**src/rtl/iceboard_pkg.sv**
```systemverilog
// iceboard_pkg -- shared types and constants for the iceboard UART TX arbiter.
//
// Contents:
//   ICEBOARD_BYTE_W                 byte width on every data path (8)
//   ICEBOARD_GID_W                  width of the grant index (3, covers up to 8 requesters)
//   ICEBOARD_DEFAULT_MAX_FRAME_LEN  default frame length cap (16 bytes)
//   arb_state_t                     arbiter FSM states; ST_ABORT only exists when
//                                   ICEBOARD_ARB_TIMEOUT_EN is defined
//   wrap_inc()                      modulo-n increment of a grant index
package iceboard_pkg;

  localparam int ICEBOARD_BYTE_W                = 8;
  localparam int ICEBOARD_GID_W                 = 3;
  localparam int ICEBOARD_DEFAULT_MAX_FRAME_LEN = 16;

  typedef enum logic [1:0] {
    ST_IDLE  = 2'd0,
    ST_XFER  = 2'd1
`ifdef ICEBOARD_ARB_TIMEOUT_EN
    ,
    ST_ABORT = 2'd2
`endif
  } arb_state_t;

  // Next round-robin position after index v among n requesters.
  function automatic logic [ICEBOARD_GID_W-1:0] wrap_inc(
    input logic [ICEBOARD_GID_W-1:0] v,
    input int                        n
  );
    return (int'(v) == n - 1) ? '0 : v + 1'b1;
  endfunction

endpackage

```
**src/rtl/rr_pick.sv**
```systemverilog
// rr_pick -- combinational round-robin selector.
//
// Picks the first set bit of req at or after ptr, wrapping modulo N.
//
// Ports:
//   req  in  N  request vector
//   ptr  in  3  search start position (must be < N)
//   idx  out 3  selected index (0 when nothing is requested)
//   any  out 1  at least one request bit is set
module rr_pick
  import iceboard_pkg::*;
#(
  parameter int N = 4
) (
  input  logic [N-1:0]                req,
  input  logic [ICEBOARD_GID_W-1:0]   ptr,
  output logic [ICEBOARD_GID_W-1:0]   idx,
  output logic                        any
);

  int best_dist;

  // Each requester's distance ahead of ptr; the smallest distance wins.
  // Scanning by requester index keeps every select constant after unrolling.
  always_comb begin
    idx       = '0;
    any       = 1'b0;
    best_dist = N;
    for (int k = 0; k < N; k++) begin
      if (req[k] && (((k - int'(ptr) + N) % N) < best_dist)) begin
        best_dist = (k - int'(ptr) + N) % N;
        idx       = ICEBOARD_GID_W'(k);
        any       = 1'b1;
      end
    end
  end

endmodule

```
**src/rtl/iceboard_tx_arbiter.sv**
```systemverilog
// iceboard_tx_arbiter -- frame-level round-robin arbiter for the shared
// iceboard UART transmit path.
//
// A requester is granted in IDLE, then owns the TX path for a whole frame
// (until a req_last beat or MAX_FRAME_LEN beats). One IDLE cycle separates
// frames, during which the next owner is picked round-robin.
//
// Parameters:
//   NUM_REQ         number of requesters (2..8)
//   MAX_FRAME_LEN   byte cap per granted frame (1..255)
//   TIMEOUT_CYCLES  mid-frame stall limit (only used with ICEBOARD_ARB_TIMEOUT_EN)
//
// Ports:
//   clk          in   1          rising-edge clock
//   reset_n      in   1          async active-low reset
//   req_valid    in   NUM_REQ    per-requester byte valid
//   req_data     in   8*NUM_REQ  per-requester byte, lane i at [8i+7:8i]
//   req_last     in   NUM_REQ    final byte of a frame
//   req_ready    out  NUM_REQ    per-requester byte accept
//   tx_valid     out  1          byte valid toward the UART
//   tx_data      out  8          byte toward the UART
//   tx_ready     in   1          UART accepts a byte
//   grant_id     out  3          current owner, valid while busy
//   busy         out  1          frame in progress
//   frame_trunc  out  1          one-cycle pulse after a frame is cut
//
// Build option:
//   ICEBOARD_ARB_TIMEOUT_EN  adds a stall counter and ABORT state that drop an
//                            owner whose req_valid stays low for TIMEOUT_CYCLES
//                            XFER cycles. Without it a stalled owner keeps the
//                            grant indefinitely.
module iceboard_tx_arbiter
  import iceboard_pkg::*;
#(
  parameter int NUM_REQ        = 4,
  parameter int MAX_FRAME_LEN  = ICEBOARD_DEFAULT_MAX_FRAME_LEN,
  parameter int TIMEOUT_CYCLES = 1023
) (
  input  logic                                 clk,
  input  logic                                 reset_n,
  input  logic [NUM_REQ-1:0]                   req_valid,
  input  logic [ICEBOARD_BYTE_W*NUM_REQ-1:0]   req_data,
  input  logic [NUM_REQ-1:0]                   req_last,
  output logic [NUM_REQ-1:0]                   req_ready,
  output logic                                 tx_valid,
  output logic [ICEBOARD_BYTE_W-1:0]           tx_data,
  input  logic                                 tx_ready,
  output logic [ICEBOARD_GID_W-1:0]            grant_id,
  output logic                                 busy,
  output logic                                 frame_trunc
);

  // beat_cnt value on the frame's final permitted beat
  localparam logic [7:0] FRAME_LAST = 8'(MAX_FRAME_LEN - 1);

  arb_state_t                         state;
  logic [ICEBOARD_GID_W-1:0]          rr_ptr;
  logic [7:0]                         beat_cnt;

  logic [NUM_REQ-1:0][ICEBOARD_BYTE_W-1:0] lane_data;
  logic                               sel_valid;
  logic                               sel_last;
  logic [ICEBOARD_BYTE_W-1:0]         sel_data;
  logic [ICEBOARD_GID_W-1:0]          pick_idx;
  logic                               pick_any;
  logic [ICEBOARD_GID_W-1:0]          next_ptr;
  logic                               in_xfer;
  logic                               beat;
  logic                               at_limit;

`ifdef ICEBOARD_ARB_TIMEOUT_EN
  localparam logic [9:0] STALL_LAST = 10'(TIMEOUT_CYCLES - 1);
  logic [9:0] stall_cnt;
`else
  // The stall limit has no effect in this build.
  localparam int unused_timeout_cycles = TIMEOUT_CYCLES;
`endif

  assign lane_data = req_data;

  // Owner lane mux. Compared by index so grant_id needs no range trimming.
  always_comb begin
    sel_valid = 1'b0;
    sel_last  = 1'b0;
    sel_data  = '0;
    for (int k = 0; k < NUM_REQ; k++) begin
      if (grant_id == ICEBOARD_GID_W'(k)) begin
        sel_valid = req_valid[k];
        sel_last  = req_last[k];
        sel_data  = lane_data[k];
      end
    end
  end

  rr_pick #(.N(NUM_REQ)) u_rr_pick (
    .req (req_valid),
    .ptr (rr_ptr),
    .idx (pick_idx),
    .any (pick_any)
  );

  // Data path is a pass-through while a frame is owned, so the owner sees
  // tx_ready in the same cycle and no byte is buffered inside the arbiter.
  assign in_xfer  = (state == ST_XFER);
  assign tx_valid = in_xfer & sel_valid;
  assign tx_data  = in_xfer ? sel_data : '0;
  assign beat     = tx_valid & tx_ready;
  assign at_limit = (beat_cnt == FRAME_LAST);
  assign next_ptr = wrap_inc(grant_id, NUM_REQ);

  for (genvar g = 0; g < NUM_REQ; g++) begin : g_ready
    assign req_ready[g] = in_xfer && (grant_id == ICEBOARD_GID_W'(g)) && tx_ready;
  end

  always_ff @(posedge clk or negedge reset_n) begin
    if (!reset_n) begin
      state       <= ST_IDLE;
      grant_id    <= '0;
      rr_ptr      <= '0;
      beat_cnt    <= '0;
      busy        <= 1'b0;
      frame_trunc <= 1'b0;
`ifdef ICEBOARD_ARB_TIMEOUT_EN
      stall_cnt   <= '0;
`endif
    end else begin
      frame_trunc <= 1'b0;
      case (state)
        ST_IDLE: begin
          if (pick_any) begin
            grant_id <= pick_idx;
            busy     <= 1'b1;
            beat_cnt <= '0;
            state    <= ST_XFER;
`ifdef ICEBOARD_ARB_TIMEOUT_EN
            stall_cnt <= '0;
`endif
          end
        end

        ST_XFER: begin
          if (beat) begin
            beat_cnt <= beat_cnt + 8'd1;
`ifdef ICEBOARD_ARB_TIMEOUT_EN
            stall_cnt <= '0;
`endif
            // A last byte on the limit beat is a normal end, not a cut.
            if (sel_last || at_limit) begin
              state       <= ST_IDLE;
              busy        <= 1'b0;
              rr_ptr      <= next_ptr;
              frame_trunc <= ~sel_last;
            end
          end
`ifdef ICEBOARD_ARB_TIMEOUT_EN
          else if (!sel_valid) begin
            // Owner has nothing to send; a held-off byte (tx_ready low) is
            // not a stall.
            if (stall_cnt == STALL_LAST) begin
              state       <= ST_ABORT;
              busy        <= 1'b0;
              rr_ptr      <= next_ptr;
              frame_trunc <= 1'b1;
            end else begin
              stall_cnt <= stall_cnt + 10'd1;
            end
          end
`endif
        end

`ifdef ICEBOARD_ARB_TIMEOUT_EN
        ST_ABORT: state <= ST_IDLE;
`endif

        default: state <= ST_IDLE;
      endcase
    end
  end

endmodule

```
**config.mk**
```make
export PLATFORM = sky130hd
export DESIGN_NAME = iceboard_tx_arbiter
export DESIGN_NICKNAME = d
export VERILOG_FILES = /design/src/rtl/iceboard_pkg.sv /design/src/rtl/rr_pick.sv /design/src/rtl/iceboard_tx_arbiter.sv
export SDC_FILE = /design/constraint.sdc
export NUM_CORES = 1
export LEC_CHECK = 0
export CORE_MARGIN = 2
export CORE_UTILIZATION = 43
export CTS_CLUSTER_SIZE = 40
export DETAILED_ROUTE_END_ITERATION = 16
export GPL_ROUTABILITY_DRIVEN = 0
export PLACE_DENSITY = 0.88
export SLEW_MARGIN = 25
export SYNTH_ARGS = -nofsm -noshare
export SYNTH_HDL_FRONTEND = slang
export SYNTH_SLANG_ARGS = --single-unit
```
**constraint.sdc**
```tcl
create_clock -name clk -period 4.2 [get_ports clk]
set_clock_uncertainty 0.1 [all_clocks]
set_input_delay 1.05 -clock clk [delete_from_list [all_inputs] [get_ports clk]]
set_output_delay 1.05 -clock clk [all_outputs]
set_load 0.1 [all_outputs]
```
==> impl_metrics.json, run 1 <==
{
  "setup_viol": 0,
  "period_share_pct": 91.7,
  "synth_edf_count": 0,
  "r2r_setup_slack_ns": 0.35,
  "whs_path_depth": 2,
  "worstSetupPathType": "reg -> reg",
  "clk_pin_slew_ns": 0.08,
  "yosys_warnings": 0,
  "vias": 1577,
  "min_to": "beat_cnt[7]",
  "grt_max_degree": 16,
  "crit_arrival_ns": 3.90,
  "fmax_mhz": 260,
  "syn_to_final_growth_pct": 62.8,
  "viasPerCell": 5.57,
  "grt_usage_pct": 23.2,
  "cp_max_fo": 5,
  "path_cells": "inv_1 -> ha_1 -> nor2b_4 -> nand2_1 -> ha_1 -> nand4bb_1 -> o22a_2 -> mux2_2 -> ha_1 -> nor4b_2 -> nand2_1 -> o21a_4 -> nand2_1 -> o21ai_0 -> ha_1 -> o211ai_1 -> o211ai_1 -> o221ai_1",
  "cp.buffers_inverters": 1,
  "syn-cell-area_um2": 1410,
  "path_delay_family": "adder cells",
  "max_stage_delay_ns": 0.45,
  "maxCapViolations": 0,
  "hold_path.class": "reg -> reg",
  "rsz0062_at_grt": "no",
  "port_buffers": 59,
  "reg2reg_depth": 18,
  "final_cell_mix": "clkdlybuf4s50_1, nand2_1, nor2_1, dfrtp_1, buf_4",
  "die_h_um": 61.2,
  "drtIter0Drc": 127,
  "ys_seq_elements": 14,
  "layout_setup_ws_ns": 0.348,
  "cts_tree": "yes",
  "finalCriticalPeriod_ns": 3.85,
  "dieWidth_um": 61.2,
  "dieArea_um2": 3740,
  "clock_path_buffers": 2,
  "dp_slack_ns": -0.325,
  "dp_hpwl_um": 3340,
  "cts_hold_buffers": 0,
  "startpoint_type": "flip-flop",
  "final_common_cell": "clkdlybuf4s50_1",
  "slew_headroom_pct": 34.9,
  "cpMostUsedCell": "ha_1",
  "grt_antenna_before_repair": 0,
  "status": "complete, no violations",
  "rows": 20,
  "htree_num_levels": 1,
  "final_nets": 296,
  "grt-ovfl-total": 0,
  "synth.avg_cell_area_um2": 8.22,
  "rr_startpoint": "rr_ptr[0]",
  "wire_per_inst_um": 15.0,
  "synth_top_flop_cell": "dfrtp_1",
  "dr.pass1.iters": 4,
  "drive_above_1_share_pct": 21.3,
  "ant_nets": 0,
  "cts_buffers": 3,
  "grt_pass1_vias": 1522,
  "finalWirelength_um": 4250,
  "timing.rr.end": "grant_id[1]",
  "drc_errors": 0,
  "syn_inst": 171,
  "min_from": "beat_cnt[7]",
  "tightest_slew_ns": 0.974,
  "core_um2": 3080,
  "cts-root-buf": "clkbuf_4",
  "async_flop_share_pct": 100,
  "num_antenna_cells": 0,
  "grt_pass1_wl_um": 6560,
  "endpoint_kind": "flip-flop",
  "clock_latency_ns": 0.28,
  "finalMaxSlewViolations": 0,
  "crit_required_ns": 4.25,
  "hold_viol_final": 0,
  "ys_seq_area_share_pct": 24.9,
  "slowest_stage": "dfrtp_1",
  "synth.distinct_cells": 46,
  "ioPinCount": 61,
  "initial_core_util_pct": 45.7,
  "cts_num_sinks": 14
}
## registers in the layout (all words and copies together) (netlist names)
register / flops
frame_trunc: 1
grant_id: 2
rr_ptr: 2
busy: 1
beat_cnt: 8
## worst reg2reg max path: cells and delay by family (launching register included)
kind | cells | cell delay (ns)
AOI/OAI and AO/OA | 6 | 0.84
adders and majority gates | 4 | 1.05
buffers and inverters | 1 | 0.11
DFF | 1 | 0.45
muxes | 1 | 0.35
and+or+nand+nor | 6 | 0.83
## routing by layer
metal | routed length, um | global-route usage (%) | vias to the layer above
met5 | 0 | 0 | -
met1 | 1820 | 28.7 | 724
li1 | - | - | 763
met3 | 436 | 5.46 | 9
met4 | 62 | 6.83 | 0
met2 | 1930 | 40.1 | 81
## area by class of cell
type                       instances  area, um^2
multi-input combinational        144        1070
inverter                           9        33.8
timing repair buffer              68         741
sequential                        14         350
tap                               44        55.1
clock buffer                       4        36.3
fill                             237         788
## metrics by stage
step	instance area [um^2]	utilization (%)	setup TNS, ns	hold slack [ns]	cells
2_1_floorplan	1450	-	0	0.404	175
3_3_place_gp	2210	71.8	-0.277	0.426	279
3_5_place_dp	2210	71.8	-1.37	0.438	279
4_1_cts	2260	73.3	0	0.457	283
5_1_grt	2290	74.4	0	0.478	283
6_report	2290	74.4	0	0.454	283
## how the worst max path moves through the flow
stage                 startpoint           to  slack (ns)  cells past startpoint
detailed placement  req_valid[0]  grant_id[1]       -0.32                     17
floorplan           req_valid[0]  grant_id[1]        0.15                     17
global route           rr_ptr[0]  grant_id[0]        0.04                     18
global placement    req_valid[0]  grant_id[1]       -0.15                     17
finish                 rr_ptr[0]  grant_id[1]        0.35                     18
CTS                 req_valid[0]  grant_id[0]        0.03                     17
## timing repair
action,in CTS,in global routing
endpoints found under the setup margin,2,2
endpoints found under the hold margin,0,0
pin swaps,0,4
gates resized for setup,2,6
buffers inserted,0,0
## logic make-up (layout without fill, tap and decap cells)
logic type / after synthesis / after routing / synth area share, %
AOI/OAI and AO/OA: 48 / 48 / 26.2
xor gates and xnor gates: 6 / 6 / 3.74
adders and majority gates: 13 / 13 / 11.6
buffers and inverters: 17 / 81 / 4.89
DFF: 14 / 14 / 24.9
muxes: 4 / 4 / 3.47
other: 1 / 5 / 0.267
and+or+nand+nor: 68 / 68 / 24.9
## cell usage after synthesis (all sizes together) (3+ instances only)
library cell  number  share of area (%)
nand2             20                5.3
dfrtp             14                 25
clkbuf             6                1.6
mux2               4                3.5
xor2               3                1.9
ha                13                 12
nand3              3                1.1
xnor2              3                1.9
o211ai             9                4.8
and3               3                1.3
nor4               3                1.3
nand4              3                1.3
a31oi              4                2.8
o21ai              4                1.4
nor2b              5                2.2
a21oi             13                4.9
nor2              17                4.7
a221o              7                5.0
inv                8                2.1
Power of run 1 is left out: the tool's default activity adds up to more than one toggle a clock period on the data nets, which glitch-free logic cannot reach.
==> run 2: changes to the inputs <==
- REMOVE_ABC_BUFFERS: default -> 1
==> run 2 against run 1 <==
Sequential cell count unchanged; cell count did not move; worst hold slack improved by 0.010 ns; register-to-register slack worse by 0.12 ns; design area decreased by 2.2%; via count down 0.32%; critical endpoint is now grant_id[0]; highest routed layer unchanged.
==> impl_metrics.json, run 2 (same netlist as run 1, synthesis figures left out) <==
{
  "wire_per_inst_um": 15.2,
  "largestRegisters": "beat_cnt x8, grant_id x2, rr_ptr x2",
  "cts-root-buf": "clkbuf_4",
  "hold_path.class": "reg -> reg",
  "multi_input_area_um2": 1020,
  "dieWidth_um": 61.2,
  "setup_viol": 0,
  "ant_nets": 0,
  "core_um2": 3080,
  "grt_pass1_vias": 1482,
  "cts_buffers": 3,
  "grt-ovfl-total": 0,
  "dieArea_um2": 3740,
  "grt_max_degree": 16,
  "fmax_mhz": 252,
  "regMostFlops": "beat_cnt",
  "vias": 1572,
  "ff_latch_area_um2": 350,
  "cp_max_fo": 5,
  "ioPinCount": 61,
  "initial_core_util_pct": 45.7,
  "post-cts-setup-buffer-count": 0,
  "drc_errors": 0,
  "crit_arrival_ns": 4.08,
  "status": "complete, no violations",
  "endpoint_kind": "flip-flop",
  "final_nets": 296,
  "grt_antenna_before_repair": 0,
  "cts_tree": "yes",
  "finalMaxSlewViolations": 0,
  "rows": 20,
  "tightest_slew_ns": 0.992,
  "slew_headroom_pct": 33.7,
  "finalCriticalPeriod_ns": 3.97,
  "final_cell_mix": "clkdlybuf4s50_1, nand2_1, nor2_1",
  "clock_path_buffers": 2,
  "port_buffers": 59,
  "final_common_cell": "clkdlybuf4s50_1",
  "cts_num_sinks": 14,
  "worstSetupPathType": "reg -> reg",
  "finalWirelength_um": 4310,
  "rsz0062_at_grt": "no",
  "hold_viol_final": 0,
  "htree_num_levels": 1,
  "dr.pass1.iters": 4,
  "startpoint_type": "flip-flop",
  "die_h_um": 61.2,
  "syn_to_final_growth_pct": 59.2,
  "drive_above_1_share_pct": 16.7,
  "grt_pass1_wl_um": 6490,
  "clock_latency_ns": 0.28,
  "num_antenna_cells": 0,
  "dp_hpwl_um": 3410,
  "maxCapViolations": 0,
  "largest_reg_flops": 8,
  "clk_pin_slew_ns": 0.09,
  "stdcell_count": 283,
  "period_share_pct": 94.6,
  "num-fill-cells": 236,
  "crit_required_ns": 4.31,
  "viasPerCell": 5.55,
  "place_inst": 279,
  "grt_usage_pct": 22.6,
  "drtIter0Drc": 108
}
-- run 2: changes by cell type in the layout (fill, tap and decap cells not counted) --
cell	previous run	this run
nor2_2	3	1
nor2b_1	3	4
o21ai_1	0	1
ha_4	1	0
o21ai_0	4	3
ha_1	12	13
nor2b_4	2	1
nor2_1	14	16
a21oi_2	8	1
a21oi_1	5	12
-- run 2: worst paths after layout --
kind / endpoint / startpoint / slack, ns / depth (start not counted)
max in group asynchronous: beat_cnt[6] / reset_n / 2.54 / 1
min: beat_cnt[7] / beat_cnt[7] / 0.46 / 2
min reg2reg: beat_cnt[7] / beat_cnt[7] / 0.46 / 2
min in group asynchronous: grant_id[0] / reset_n / 1.05 / 1
max reg2reg: grant_id[0] / rr_ptr[0] / 0.23 / 18
max: grant_id[0] / rr_ptr[0] / 0.23 / 18
-- run 2: final cells by class --
type | count | area share [%]
clock buffers | 4 | 1.62
repair buffers | 68 | 33.1
well taps | 44 | 2.46
flip-flops and latches | 14 | 15.7
inverters | 9 | 1.51
multi-input cells | 144 | 45.7
-- run 2: metrics by stage --
stage / utilization [%] / worst slack [ns] / hold slack [ns] / setup TNS, ns / area [um^2]
after floorplan: - / -0.531 / 0.404 / -4.20 / 1390
after global placement: 70.8 / -0.164 / 0.433 / -0.337 / 2180
after detailed placement: 70.8 / -0.297 / 0.445 / -1.20 / 2180
after CTS: 72.0 / 0.00118 / 0.470 / 0 / 2220
after global routing: 72.7 / 0.00412 / 0.501 / 0 / 2240
final: 72.7 / 0.228 / 0.465 / 0 / 2240
-- run 2: critical path, cell delays in order, from the launching register on --
cell and delay, ns:
dfrtp_1 0.44, inv_1 0.11, ha_1 0.20, nor2b_1 0.35, nand2_1 0.13, ha_1 0.32, nand4bb_1 0.12, o22a_2 0.18
mux2_2 0.34, ha_1 0.20, nor4b_2 0.26, nand2_1 0.10, o21a_4 0.20, nand2_1 0.05, o21ai_0 0.07, ha_1 0.29
o211ai_1 0.08, o211ai_1 0.14, a31oi_1 0.20
-- run 2: routing by layer --
layer	wire [um]	track usage, %	vias up
met4	14	2.48	0
li1	-	-	767
met5	0	0	-
met2	1930	39.5	71
met3	492	6.30	2
met1	1870	28.8	732
-- run 2: what timing repair did --
item	in CTS	in global routing
hold buffers	0	0
resized for setup	0	6
setup endpoints to repair	0	10
hold endpoints to repair	0	0
Power of run 2 is left out for the same reason.
==> run 3: changes to the inputs <==
- CTS_CLUSTER_DIAMETER: default -> 60
- GPL_TIMING_DRIVEN: default -> 0
==> run 3 against run 2 <==
Via count shrank 3.2%; register-to-register slack about the same; worst hold slack got worse by 0.0044 ns; maximum frequency shrank 3.1%; design area fell by 7.1%; cell count down 2.8%; global-route usage decreased by 1.7 points; worst setup slack got worse by 0.13 ns; first-iteration DRC count down 26%.
==> impl_metrics.json, run 3 (same netlist as run 1, synthesis figures left out) <==
{
  "status": "complete, no violations",
  "min_to": "rr_ptr[1]",
  "grt_pass1_vias": 1375,
  "grt_usage_pct": 21.0,
  "drive_above_1_share_pct": 13.4,
  "cts_buffers": 3,
  "dieWidth_um": 61.2,
  "vias": 1522,
  "r2r_setup_slack_ns": 0.24,
  "die_h_um": 61.2,
  "dp_slack_ns": -0.704,
  "slowest_stage": "dlygate4sd2_1",
  "wire_per_inst_um": 14.9,
  "grt_pass1_wl_um": 5970,
  "viasPerCell": 5.53,
  "clock_path_buffers": 2,
  "period_share_pct": 97.6,
  "setup_viol": 0,
  "ioPinCount": 61,
  "min_from": "rr_ptr[1]",
  "largestRegisters": "beat_cnt x8, grant_id x2, rr_ptr x2",
  "cts_hold_buffers": 0,
  "dpl_cell_area_um2": 2030,
  "path_cells": "clkdlybuf4s50_1 -> nand3b_1 -> a21oi_1 -> a21oi_1 -> nor2_1 -> a21oi_1 -> nor2_1 -> dlygate4sd2_1",
  "hold_viol_final": 0,
  "syn_to_final_growth_pct": 47.9,
  "port_buffers": 59,
  "dr.pass1.iters": 4,
  "finalMaxSlewViolations": 0,
  "fmax_mhz": 244,
  "grt_max_degree": 16,
  "rr_startpoint": "rr_ptr[0]",
  "startpoint_type": "input port",
  "clock_latency_ns": 0.29,
  "layout_setup_ws_ns": 0.101,
  "cpMostUsedCell": "a21oi_1",
  "drtIter0Drc": 80,
  "htree_num_levels": 1,
  "reg2reg_depth": 18,
  "timing.rr.end": "grant_id[1]",
  "path_delay_family": "buffers and inverters",
  "clk_pin_slew_ns": 0.09,
  "initial_core_util_pct": 45.7,
  "whs_path_depth": 1,
  "crit_required_ns": 3.05,
  "cts_num_sinks": 14,
  "ant_nets": 0,
  "grt-ovfl-total": 0,
  "cp_num_cells": 8,
  "worstSetupPathType": "in -> out",
  "tightest_slew_ns": 0.983,
  "finalCriticalPeriod_ns": 4.10,
  "regMostFlops": "beat_cnt",
  "drc_errors": 0,
  "core_um2": 3080,
  "crit_arrival_ns": 2.95,
  "fin_area_um2": 2080,
  "finalWirelength_um": 4100,
  "hold_path.class": "reg -> reg",
  "dieArea_um2": 3740,
  "num_antenna_cells": 0,
  "cts-root-buf": "clkbuf_4",
  "slew_headroom_pct": 34.2,
  "cp_max_fo": 1,
  "cp.buffers_inverters": 2,
  "largest_reg_flops": 8,
  "final_common_cell": "clkdlybuf4s50_1",
  "final_cell_mix": "clkdlybuf4s50_1, nand2_1, nor2_1",
  "grt_antenna_before_repair": 0,
  "maxCapViolations": 0,
  "cts_tree": "yes",
  "dp_hpwl_um": 2990,
  "final_nets": 288,
  "max_stage_delay_ns": 0.86,
  "endpoint_kind": "output pin",
  "rows": 20
}
==> run 3: changes by cell type in the layout (fill, tap and decap cells not counted), moves of 2 or more <==
| cell | delta |
|---|---|
| clkdlybuf4s50_1 | +2 |
| clkbuf_2 | +7 |
| buf_12 | -9 |
| buf_4 | -12 |
| ha_1 | -2 |
==> run 3: cell type report <==
cell class,instances,area [um^2]
fill,259,998
tap,44,55.1
clock buffer,4,36.3
timing repair buffer,60,562
sequential,14,350
multi-input combinational,144,1040
inverter,9,37.5
==> run 3: worst reg2reg max path, cell delays in order (launching register included) <==
cell and delay [ns]:
dfrtp_1 0.42, inv_1 0.10, ha_1 0.24, nor2b_4 0.18, nand2_1 0.13, ha_4 0.27
nand4bb_1 0.15, o22a_2 0.23, mux2_2 0.36, ha_1 0.19, nor4b_2 0.28, nand2_1 0.12
o21a_4 0.24, nand2_1 0.07, o21ai_0 0.09, ha_1 0.32, o211ai_1 0.09, o211ai_1 0.11
o221ai_1 0.15
==> run 3: worst max-delay path by stage <==
| stage | from | endpoint |
|---|---|---|
| 3_3_place_gp | req_valid[0] | grant_id[1] |
| 2_1_floorplan | grant_id[1] | tx_data[0] |
| 6_report | req_data[6] | tx_data[6] |
| 3_5_place_dp | req_valid[0] | grant_id[1] |
| 4_1_cts | req_valid[0] | grant_id[1] |
| 5_1_grt | req_valid[0] | grant_id[1] |
==> run 3: repair_timing <==
action                                  CTS  global route
setup buffers                             0             1
cloned                                    0             0
gates resized for setup                  14            27
pin swaps                                 0             1
endpoints found under the setup margin   13            13
==> run 3: per-stage QoR <==
step | TNS, ns | util, % | cells | hold WS [ns]
6_report | 0 | 67.6 | 275 | 0.460
5_1_grt | -0.0930 | 67.6 | 275 | 0.499
4_1_cts | 0 | 67.0 | 274 | 0.459
3_5_place_dp | -5.11 | 66.0 | 270 | 0.439
3_3_place_gp | -5.15 | 66.0 | 270 | 0.435
2_1_floorplan | -4.20 | - | 167 | 0.404
==> run 3: routing by layer <==
layer / track usage, % / part of all wire [%] / vias to the layer above
met5: 0 / 0 / -
met4: 6.21 / 0.88 / 0
met3: 5.25 / 11 / 4
met2: 36.5 / 45 / 63
met1: 25.5 / 44 / 707
li1: - / - / 748
Power of run 3 is left out for the same reason.
